File: src/rtl/intr_sequencer.sv
// intr_sequencer
// Interrupt entry/exit sequencer for the 8-bit pipelined processor.
// Entry: synchronise the pin, freeze the front end at a safe point, push the
// return PC and CCR flags through the shared DMEM port, then load the ISR
// vector from IMEM. Exit (RTI): pop flags, then PC, in reverse push order.
module intr_sequencer #(
    parameter logic [7:0] VEC_ADDR    = 8'h01,
    parameter int         SYNC_STAGES = 2
) (
    input  logic       clk,
    input  logic       rst_n,
    input  logic       intr_in,
    input  logic       safe_point,
    input  logic       rti_req,
    input  logic [7:0] pc_in,
    input  logic [3:0] flags_in,
    input  logic [7:0] sp_in,
    input  logic       mem_gnt,
    input  logic [7:0] mem_rdata,
    input  logic [7:0] imem_rdata,
    output logic       mem_req,
    output logic       mem_we,
    output logic [7:0] mem_addr,
    output logic [7:0] mem_wdata,
    output logic       sp_dec,
    output logic       sp_inc,
    output logic [7:0] imem_addr,
    output logic       stall_fetch,
    output logic       flush,
    output logic       pc_load,
    output logic [7:0] pc_load_val,
    output logic       flags_load,
    output logic [3:0] flags_load_val,
    output logic       in_isr
);

    typedef enum logic [2:0] {
        IDLE    = 3'd0,
        FREEZE  = 3'd1,
        PUSH_PC = 3'd2,
        PUSH_F  = 3'd3,
        VEC     = 3'd4,
        POP_F   = 3'd5,
        POP_PC  = 3'd6
    } state_t;

    state_t                 state_q;
    state_t                 state_d;
    logic [SYNC_STAGES-1:0] sync_q;
    logic                   sync_prev_q;
    logic                   pin_rise;
    logic                   pending_q;
    logic [7:0]             saved_pc_q;
    logic [3:0]             saved_flags_q;
    logic                   in_isr_q;
    logic                   capture;
    logic                   set_isr;
    logic                   clr_isr;

    // Pops read the slot just above the current stack pointer (8-bit wrap).
    function automatic logic [7:0] pop_addr(input logic [7:0] sp);
        return sp + 8'd1;
    endfunction

    // Metastability chain on the raw pin plus one flop for edge detection.
    always_ff @(posedge clk or negedge rst_n) begin
        if (!rst_n) begin
            sync_q      <= '0;
            sync_prev_q <= 1'b0;
        end else begin
            sync_q      <= {sync_q[SYNC_STAGES-2:0], intr_in};
            sync_prev_q <= sync_q[SYNC_STAGES-1];
        end
    end

    // A held-high pin produces exactly one rise.
    assign pin_rise = sync_q[SYNC_STAGES-1] & ~sync_prev_q;

    // Single-entry pending latch; clearing on capture wins, extra edges are dropped.
    always_ff @(posedge clk or negedge rst_n) begin
        if (!rst_n) begin
            pending_q <= 1'b0;
        end else if (capture) begin
            pending_q <= 1'b0;
        end else if (pin_rise) begin
            pending_q <= 1'b1;
        end
    end

    // Return context is sampled once, at the cycle the pipeline reports drained.
    always_ff @(posedge clk or negedge rst_n) begin
        if (!rst_n) begin
            saved_pc_q    <= 8'h00;
            saved_flags_q <= 4'h0;
        end else if (capture) begin
            saved_pc_q    <= pc_in;
            saved_flags_q <= flags_in;
        end
    end

    // ISR-active flag: raised with the vector load, dropped with the PC restore.
    always_ff @(posedge clk or negedge rst_n) begin
        if (!rst_n) begin
            in_isr_q <= 1'b0;
        end else if (set_isr) begin
            in_isr_q <= 1'b1;
        end else if (clr_isr) begin
            in_isr_q <= 1'b0;
        end
    end

    assign in_isr = in_isr_q;

    // Sequencer state register.
    always_ff @(posedge clk or negedge rst_n) begin
        if (!rst_n) begin
            state_q <= IDLE;
        end else begin
            state_q <= state_d;
        end
    end

    // Next-state and output decode; memory requests hold steady until granted.
    always_comb begin
        state_d        = state_q;
        mem_req        = 1'b0;
        mem_we         = 1'b0;
        mem_addr       = 8'h00;
        mem_wdata      = 8'h00;
        sp_dec         = 1'b0;
        sp_inc         = 1'b0;
        imem_addr      = 8'h00;
        stall_fetch    = 1'b0;
        flush          = 1'b0;
        pc_load        = 1'b0;
        pc_load_val    = 8'h00;
        flags_load     = 1'b0;
        flags_load_val = 4'h0;
        capture        = 1'b0;
        set_isr        = 1'b0;
        clr_isr        = 1'b0;

        case (state_q)
            IDLE: begin
                // No nesting: a pending request waits until the ISR has exited.
                if (pending_q && !in_isr_q) begin
                    state_d = FREEZE;
                end else if (rti_req && in_isr_q) begin
                    state_d = POP_F;
                end
            end

            FREEZE: begin
                stall_fetch = 1'b1;
                flush       = 1'b1;
                if (safe_point) begin
                    capture = 1'b1;
                    state_d = PUSH_PC;
                end
            end

            PUSH_PC: begin
                stall_fetch = 1'b1;
                mem_req     = 1'b1;
                mem_we      = 1'b1;
                mem_addr    = sp_in;
                mem_wdata   = saved_pc_q;
                if (mem_gnt) begin
                    sp_dec  = 1'b1;
                    state_d = PUSH_F;
                end
            end

            PUSH_F: begin
                stall_fetch = 1'b1;
                mem_req     = 1'b1;
                mem_we      = 1'b1;
                mem_addr    = sp_in;
                mem_wdata   = {4'b0000, saved_flags_q};
                if (mem_gnt) begin
                    sp_dec  = 1'b1;
                    state_d = VEC;
                end
            end

            VEC: begin
                stall_fetch = 1'b1;
                imem_addr   = VEC_ADDR;
                pc_load     = 1'b1;
                pc_load_val = imem_rdata;
                set_isr     = 1'b1;
                state_d     = IDLE;
            end

            POP_F: begin
                stall_fetch = 1'b1;
                flush       = 1'b1;
                mem_req     = 1'b1;
                mem_addr    = pop_addr(sp_in);
                if (mem_gnt) begin
                    flags_load     = 1'b1;
                    flags_load_val = mem_rdata[3:0];
                    sp_inc         = 1'b1;
                    state_d        = POP_PC;
                end
            end

            POP_PC: begin
                stall_fetch = 1'b1;
                flush       = 1'b1;
                mem_req     = 1'b1;
                mem_addr    = pop_addr(sp_in);
                if (mem_gnt) begin
                    pc_load     = 1'b1;
                    pc_load_val = mem_rdata;
                    sp_inc      = 1'b1;
                    clr_isr     = 1'b1;
                    state_d     = IDLE;
                end
            end

            default: begin
                state_d = IDLE;
            end
        endcase
    end

endmodule

File: config.mk
export PLATFORM = sky130hd
export DESIGN_NAME = intr_sequencer
export DESIGN_NICKNAME = d
export VERILOG_FILES = /design/src/rtl/intr_sequencer.sv
export SDC_FILE = /design/constraint.sdc
export NUM_CORES = 1
export LEC_CHECK = 0
export CAP_MARGIN = 15
export CORE_MARGIN = 1
export CORE_UTILIZATION = 36
export CTS_BUF_LIST = sky130_fd_sc_hd__clkbuf_4
export DETAILED_ROUTE_END_ITERATION = 6
export HOLD_SLACK_MARGIN = 0.15
export PLACE_DENSITY = 0.88
export SYNTH_ARGS = -nofsm -noshare
export SYNTH_HDL_FRONTEND = slang
export SYNTH_SLANG_ARGS = --single-unit
File: constraint.sdc
create_clock -name clk -period 2.12 [get_ports clk]
set_clock_uncertainty 0.1 [all_clocks]
set_input_delay 0.212 -clock clk [delete_from_list [all_inputs] [get_ports clk]]
set_output_delay 0.212 -clock clk [all_outputs]
set_load 0.05 [all_outputs]
After elaboration in Yosys (flattened, before gate mapping) --
Cells that the tools add are included.
Operators by class: divide/modulo/power cells 0, equality and inequality tests 12, add/subtract/negate cells 1, bitwise operators 2, reduce and logical (&&, ||, !) cells 12, mux-type cells 32, $lt $le $gt $ge 0, $mul 0, shifts and indexed selects 0
Operator list (number):
- one-hot mux 8 bit (2 select lines) | 3
- 2-to-1 mux 3 bit | 7
- one-hot mux 3 bit (6 select lines) | 1
- 2-to-1 mux 1 bit | 17
- inequality test 2 bit, second input constant | 5
- equality test 3 bit, second input constant | 3
- adder 8 x 1 -> 8 bit, second input constant | 1
- 2-to-1 mux 4 bit | 2
- 2-to-1 mux 8 bit | 1
- equality test 3 x 2 -> 1 bit, second input constant | 2
- AND reduction 6 bit | 1
- OR reduction 6 bit | 1
- nonzero test 2 bit | 2
- OR reduction 2 bit | 2
- OR reduction 4 bit | 1
- equality test 3 x 1 -> 1 bit, second input constant | 1
- logical NOT 3 bit | 1
- inequality test 3 bit, second input constant | 1
- OR reduction 3 bit | 1
- logical AND 1 bit | 2
- one-hot mux 1 bit (2 select lines) | 1
- AND 1 bit | 1
- logical NOT 1 bit | 1
- NOT 1 bit | 1
Word-level totals: output and inout bits 45, bits in registers 20, memories 0, latch bits 0, bits of input ports 42, memory bits (read-only) 0, word-level logic and storage cells 66, bits in writable memories 0

Logic depth before layout (Yosys ltp) --
Gate-level depths: netlist (run 1).
depth after elaboration 4, depth in mapped cells 6, gate-level depth less buffers 5

Least setup slack after synthesis (run 1) --
OpenSTA, ideal clock, no wires.
kind flip-flop to output port, start point register state_q[2], end point output port mem_addr[5], required time 1.808 ns, setup slack -0.595 ns, path buffers 1, cell stages (with the launch flop) 7, arrival time 2.403 ns, cells stage by stage dfrtp_1 > buf_4 > inv_2 > nand2_1 > inv_1 > a21oi_1 > o21ai_0
On the way: word-level cells in the longest chain between the ends 3, elaborated cells between the ends (all ways) 7, those cells by class eq/ne: 4; mux: 1; reduce/logical: 2
Ends and longest elaborated chain:
- start: declaration | RTL line 47 | state_t state_q;
- start signal: assignment | RTL line 119 | state_q <= state_d;
- equality test 3 bit / equality test 3 x 2 -> 1 bit (equally long branches) | RTL line 143 | case (state_q)
- OR reduction 2 bit (no source line)
- one-hot mux 8 bit (2 select lines) (*) | RTL line 143
- end: declaration | RTL line 23 | output logic [7:0] mem_addr,
Mark *: on every way between the ends. The rest lies on a longest branch, timed or not.

Worst setup path after layout (run 1) --
start point register state_q[0], end point output port mem_addr[6]
Same word-level chain as after synthesis.

==> results of run 1 <==
==> cell type report <==
type	count	area (um2)	share of cell area, %
Multi-Input combinational cell	113	888	31.2
Inverter	6	22.5	0.791
Timing Repair Buffer	103	1360	47.6
Clock buffer	3	22.5	0.791
Tap cell	46	57.6	2.02
Sequential cell	20	502	17.6
==> logic make-up after synthesis <==
family | Yosys count
AND/OR/NAND/NOR | 52
AO/OA/AOI/OAI | 33
flip-flops | 20
buffers and inverters | 19
multiplexers | 18
adder cells (fa/ha/maj) | 1
other | 1
XOR/XNOR | 1
==> metrics by stage <==
step           area (um2)  cells  hold WS [ns]
3_3_place_gp         2600    275         0.233
5_1_grt              2850    291         0.243
3_5_place_dp         2600    275         0.237
2_1_floorplan        1390    151        -0.184
6_report             2850    291         0.254
4_1_cts              2670    280         0.243
==> synth_stat cells, types with 4 or more instances <==
cell type   n  area [um2]
a21oi_1     7        35.0
a22o_1     10        87.6
and2_1      8        50.1
and3_1      4        25.0
buf_4      11        82.6
dfrtp_1    20         500
inv_1       5        18.8
mux2_2     13         146
mux2i_1     5        50.1
nand2_1    13        48.8
nor2_1     10        37.5
o21ai_0     7        35.0
==> state kept, by name, summed over array words and instances (netlist names) <==
| register | flops |
|---|---|
| saved_pc_q | 8 |
| saved_flags_q | 4 |
| state_q | 3 |
| sync_q | 2 |
| in_isr | 1 |
| pending_q | 1 |
| sync_prev_q | 1 |
==> power breakdown <==
part | switching [uW] | total (uW) | internal, uW
registers | 118 | 668 | 550
logic | 1910 | 3620 | 1720
clock network | 102 | 168 | 66.1
total | 2130 | 4460 | 2330
==> critical path: stages (launching register included) <==
cell	delay [ns]
dfrtp_1	0.44
xnor2_2	0.16
buf_4	0.15
nor2_2	0.09
buf_6	0.14
a41oi_2	0.15
a31oi_2	0.23
buf_12	0.17
==> cell usage in the layout (no fill, tap or decap), types with 8 or more instances in the layout <==
cell	netlist	final
clkdlybuf4s50_1	0	41
nand2_1	13	11
buf_12	0	37
buf_4	11	18
mux2_2	13	13
dfrtp_1	20	19
and2_1	8	8
==> layer usage <==
layer / track usage, % / part of all wire, % / wire, um / vias to the layer above
met2: 39.1 / 53 / 2330 / 67
li1: - / - / - / 706
met3: 4.74 / 6.3 / 278 / 6
met1: 22.0 / 39 / 1740 / 721
met5: 0 / 0 / 0 / -
met4: 5.23 / 1.2 / 51 / 0
==> how the worst min path moves through the flow <==
stage	from	to	slack [ns]	cells past startpoint
6_report	intr_in	sync_q[0]	0.25	1
5_1_grt	intr_in	sync_q[0]	0.24	1
2_1_floorplan	rst_n	in_isr	-0.18	0
3_5_place_dp	sync_q[0]	sync_q[1]	0.24	0
4_1_cts	intr_in	sync_q[0]	0.24	1
3_3_place_gp	sync_q[0]	sync_q[1]	0.23	0
==> timing repair <==
| action | CTS | global route |
|---|---|---|
| pin swaps | 4 | 10 |
| endpoints found under the hold margin | 20 | 0 |
| endpoints found under the setup margin | 20 | 23 |
| hold buffers | 1 | 0 |
| buffers inserted | 1 | 9 |
| cloned | 0 | 2 |
| gates resized for setup | 6 | 22 |
==> impl_metrics.csv, run 1 <==
group,metric,value,unit
status,run_status,"finished with violations",
status,violations_in_the_final_reports,"setup timing",
synthesis,post_synth_xor_area_fraction,0.657,%
synthesis,synth_edf_count,0,
synthesis,yosys_warnings,0,
floorplan,die_y,62.9,um
synthesis,seq_area_frac_synth,37.5,%
synthesis,synth_compound_area_share,16.7,%
timing,finalSetupViolCount,1,
timing,max_freq,470,MHz
floorplan,placeable_area,3440,um2
worst_setup_path,worstSetupEndpoint,"mem_addr[6]",
placed_design,detailedPlacementHpwl,3050,um
worst_setup_path,crit_path_max_fanout,8,
placed_design,finalWeightedCongestion,0.825,
worst_setup_path,reg2reg_setup_slack,0.17,ns
synthesis,yosys_most_used_dff,"dfrtp_1",
worst_hold_path,hold_class,"in2reg",
timing,finalCritPeriodShare,100,%
floorplan,top_level_ports,87,
global_routing,grt_start_max_net_pins,21,
floorplan,placement_rows,21,
cells_and_area,finish.utilization,82.7,%
cts,cts_max_path_buffers,2,
synthesis,postSynthRegisterBits,20,
synthesis,yosys.area_share.adder,0.938,%
power_and_ir_drop,power_leakage,0.00123,uW
timing,postLayoutSetupSlackWorst,-0.00833,ns
cts,htreeDepth,1,
timing,setup_total_negative_slack,-0.00833,ns
cts,cts_buffers,3,
power_and_ir_drop,fin_total_pwr,4460,uW
routing,wl_per_cell,15.1,um
cells_and_area,filler_cell_count,186,
global_routing,grt_antenna_before_repair,0,
worst_setup_path,crit_path_end_kind,"output port",
worst_setup_path,timing.rr.end,"saved_pc_q[7]",
synthesis,synth_cells,145,
routing,ant_nets,0,
cells_and_area,area.growth.synth_to_final,114,%
global_routing,grt-ovfl-total,0,
global_routing,globalRouteTotalUtil,20.4,%
synthesis,post_synth_and_or_nand_nor_area_fraction,20.6,%
synthesis,largest_family_of_logic_cells_by_synthesized_area,"simple AND/OR/NAND/NOR gates",
cells_and_area,fin_nets,290,
synthesis,mappedNetlistArea,1330,um2
synthesis,syn_area_per_cell,9.20,um2
floorplan,dieArea,3950,um2
placed_design,io_buffer_count,79,
cts,tritoncts_num_sinks,20,
timing,hold_viol,0,
floorplan,chipWidth,62.9,um
cells_and_area,post_route_cells_drive_above_1_share,42.4,%
routing,post_drt_via_cell_ratio,5.15,
timing,timing_max_transition_violations_final,0,
floorplan,initial_utilization,38.7,%
worst_setup_path,startpoint_to_endpoint_class_of_the_critical_path,"reg2out",
cts,cts_root_buffer,"clkbuf_4",
worst_setup_path,worst_r2r_startpoint,"state_q[1]",
routing,overall_via_count_from_detail_route,1500,
synthesis,synth-async-reset-ratio,100,%
synthesis,synth_mux_area_share,14.7,%
routing,drcViolationCount,0,
power_and_ir_drop,irDropWorstVdd,0.870,mV
routing,drtPass1Iterations,5,
placed_design,detailedPlace.worstSlack,-0.0451,ns
power_and_ir_drop,pwr_density_cell,1570,nW/um2
worst_setup_path,critical_path.startpoint,"state_q[0]",
cts,clk_pin_slew,0.10,ns
worst_setup_path,timing.critical_path.required,1.81,ns
routing,route.final.wire_length,4400,um
cts,cts_tree,"done",
worst_setup_path,arrival,1.82,ns
worst_setup_path,reg2regPathDepth,6,
synthesis,synth_cell_types,33,
global_routing,grt_pass1_vias,1486,
cts,clock_insertion_delay_at_the_later_pin_of_the_skew_report,0.29,ns
timing,rsz_0062_raised_after_global_routing,"yes",
run,maxCapViolCount,0,
routing,drt-initial-drc-count,75,
worst_setup_path,cp-start-kind,"flip-flop",
timing,min_period,2.13,ns
cells_and_area,diodes,0,
global_routing,grt_pass1_wl,6500,um
Power figures use the tool's default switching activity.
==> inputs of run 2 (changes only) <==
--- a/config.mk
+++ b/config.mk
@@ -5,7 +5,7 @@
 export SDC_FILE = /design/constraint.sdc
 export NUM_CORES = 1
 export LEC_CHECK = 0
-export CAP_MARGIN = 15
+export CAP_MARGIN = 25
 export CORE_MARGIN = 1
 export CORE_UTILIZATION = 36
 export CTS_BUF_LIST = sky130_fd_sc_hd__clkbuf_4
==> results of run 2 <==
No change in the layout: final DEF, timing and power equal those of run 1.
==> inputs of run 3 (changes only) <==
==> constraint.sdc (replaced) <==
create_clock -name clk -period 2 [get_ports clk]
set_clock_uncertainty 0.1 [all_clocks]
set_input_delay 0.2 -clock clk [delete_from_list [all_inputs] [get_ports clk]]
set_output_delay 0.2 -clock clk [all_outputs]
set_load 0.05 [all_outputs]
==> impl_metrics.csv, run 3 (synthesis gave the netlist of run 1 again) <==
group,metric,value,unit
timing,min_period,2.10,ns
cells_and_area,area.growth.synth_to_final,116,%
power_and_ir_drop,power_leakage,0.00125,uW
cells_and_area,max_flop_register,"saved_pc_q",
worst_setup_path,reg2reg_setup_slack,0.15,ns
cts,cts_max_path_buffers,2,
status,run_status,"finished with violations",
run,maxCapViolCount,0,
floorplan,die_y,62.9,um
timing,max-slew-margin-rel,66.7,%
worst_setup_path,arrival,1.80,ns
floorplan,initial_utilization,38.7,%
timing,postLayoutSetupSlackWorst,-0.104,ns
timing,finalSetupViolCount,15,
cells_and_area,largest_register_ff_count,8,
worst_setup_path,crit_path_end_kind,"output port",
cells_and_area,diodes,0,
timing,hold_viol,0,
global_routing,grt-ovfl-total,0,
cells_and_area,largest_registers,"saved_pc_q x8, saved_flags_q x4, state_q x3",
cells_and_area,post_route_cells_drive_above_1_share,46.4,%
worst_setup_path,timing.critical_path.required,1.70,ns
timing,worst-slew-pin-transition,0.498,ns
global_routing,grt_pass1_wl,7140,um
worst_hold_path,hold_class,"in2reg",
cells_and_area,layout.cells.most_common,"clkdlybuf4s50_1",
floorplan,placeable_area,3440,um2
global_routing,grt_start_max_net_pins,21,
timing,finalCritPeriodShare,105,%
cts,htreeDepth,1,
routing,drtPass1Iterations,4,
placed_design,io_buffer_count,79,
placed_design,detailedPlacementHpwl,3250,um
status,violations_in_the_final_reports,"setup timing",
power_and_ir_drop,fin_total_pwr,4860,uW
global_routing,grt_pass1_vias,1563,
routing,overall_via_count_from_detail_route,1601,
floorplan,chipWidth,62.9,um
floorplan,placement_rows,21,
cells_and_area,mostFrequentLayoutCells,"clkdlybuf4s50_1, buf_12, buf_4",
cts,tritoncts_num_sinks,20,
routing,post_drt_via_cell_ratio,5.45,
cts,clk_pin_slew,0.10,ns
cts,cts_tree,"done",
global_routing,globalRouteTotalUtil,22.7,%
cells_and_area,fin_nets,293,
global_routing,grt_antenna_before_repair,0,
floorplan,dieArea,3950,um2
cts,clock_insertion_delay_at_the_later_pin_of_the_skew_report,0.30,ns
routing,wl_per_cell,18.9,um
cells_and_area,filler_cell_count,171,
timing,rsz_0062_raised_after_global_routing,"yes",
timing,setup_total_negative_slack,-0.484,ns
routing,drcViolationCount,0,
cts,cts_buffers,3,
timing,timing_max_transition_violations_final,0,
timing,max_freq,475,MHz
cts,cts_root_buffer,"clkbuf_4",
routing,ant_nets,0,
routing,drt-initial-drc-count,61,
power_and_ir_drop,pwr_density_cell,1680,nW/um2
floorplan,top_level_ports,87,
worst_setup_path,cp-start-kind,"primary input",
routing,route.final.wire_length,5570,um
power_and_ir_drop,irDropWorstVdd,0.821,mV
worst_setup_path,startpoint_to_endpoint_class_of_the_critical_path,"in2out",
placed_design,finalWeightedCongestion,0.815,
worst_setup_path,crit_path_max_fanout,3,
==> run 3: changes by cell type in the layout (fill, tap and decap cells not counted), sizes merged <==
cell / change
clkinvlp: +1
clkdlybuf4s50: -1
dlygate4sd2: +1
inv: -1
buf: +3
==> run 3: stage by stage <==
stage	hold WS (ns)	cell area, um2	cells	setup WS, ns	utilization [%]
6_report	0.233	2890	294	-0.104	83.8
5_1_grt	0.221	2890	294	-0.151	83.8
4_1_cts	0.232	2740	287	-0.0552	79.5
3_5_place_dp	0.236	2620	278	-0.135	76.0
3_3_place_gp	0.232	2620	278	-0.115	76.0
2_1_floorplan	-0.196	1400	151	-0.104	-
==> run 3: final timing paths <==
path | cells past startpoint | start | end
worst min register to register | 0 | sync_q[0] | sync_q[1]
worst max register to register | 5 | state_q[0] | saved_flags_q[2]
worst max-delay path | 7 | sp_in[2] | mem_addr[7]
min in group asynchronous | 3 | rst_n | saved_pc_q[6]
worst min-delay path | 1 | intr_in | sync_q[0]
max in group asynchronous | 3 | rst_n | state_q[2]
==> run 3: metal layers <==
layer | global-route usage, % | share of wire, %
met5 | 0 | 0
met4 | 11.0 | 4.1
met3 | 4.20 | 6.2
met2 | 40.7 | 53
met1 | 25.4 | 37
==> run 3: what timing repair did <==
action	in CTS	in global routing
gates cloned	1	0
hold endpoints to repair	20	0
gates resized for setup	16	21
endpoints found under the setup margin	20	26
pin swaps	9	8
hold buffers	1	0
buffers inserted	4	7
==> run 3: power by group <==
group | leakage [uW] | internal [uW] | switching, uW | total [uW]
Combinational | 0.00100 | 1820 | 2140 | 3960
Sequential | 0.000235 | 584 | 139 | 722
Clock | 0.0000138 | 70.2 | 111 | 181
Total | 0.00125 | 2470 | 2390 | 4860
==> run 3: worst max-delay path: stages <==
cell,delay (ns)
clkdlybuf4s50_1,0.51
and3_1,0.24
nand3_1,0.14
buf_4,0.17
o211ai_1,0.26
nand3_4,0.11
buf_12,0.16
==> run 3: final cells by class <==
cell class / instances / area [um2] / area share [%]
timing repair buffer: 106 / 1350 / 46.8
tap: 46 / 57.6 / 1.99
clock buffer: 3 / 22.5 / 0.781
inverter: 6 / 26.3 / 0.911
multi-input combinational: 113 / 927 / 32.1
sequential: 20 / 502 / 17.4
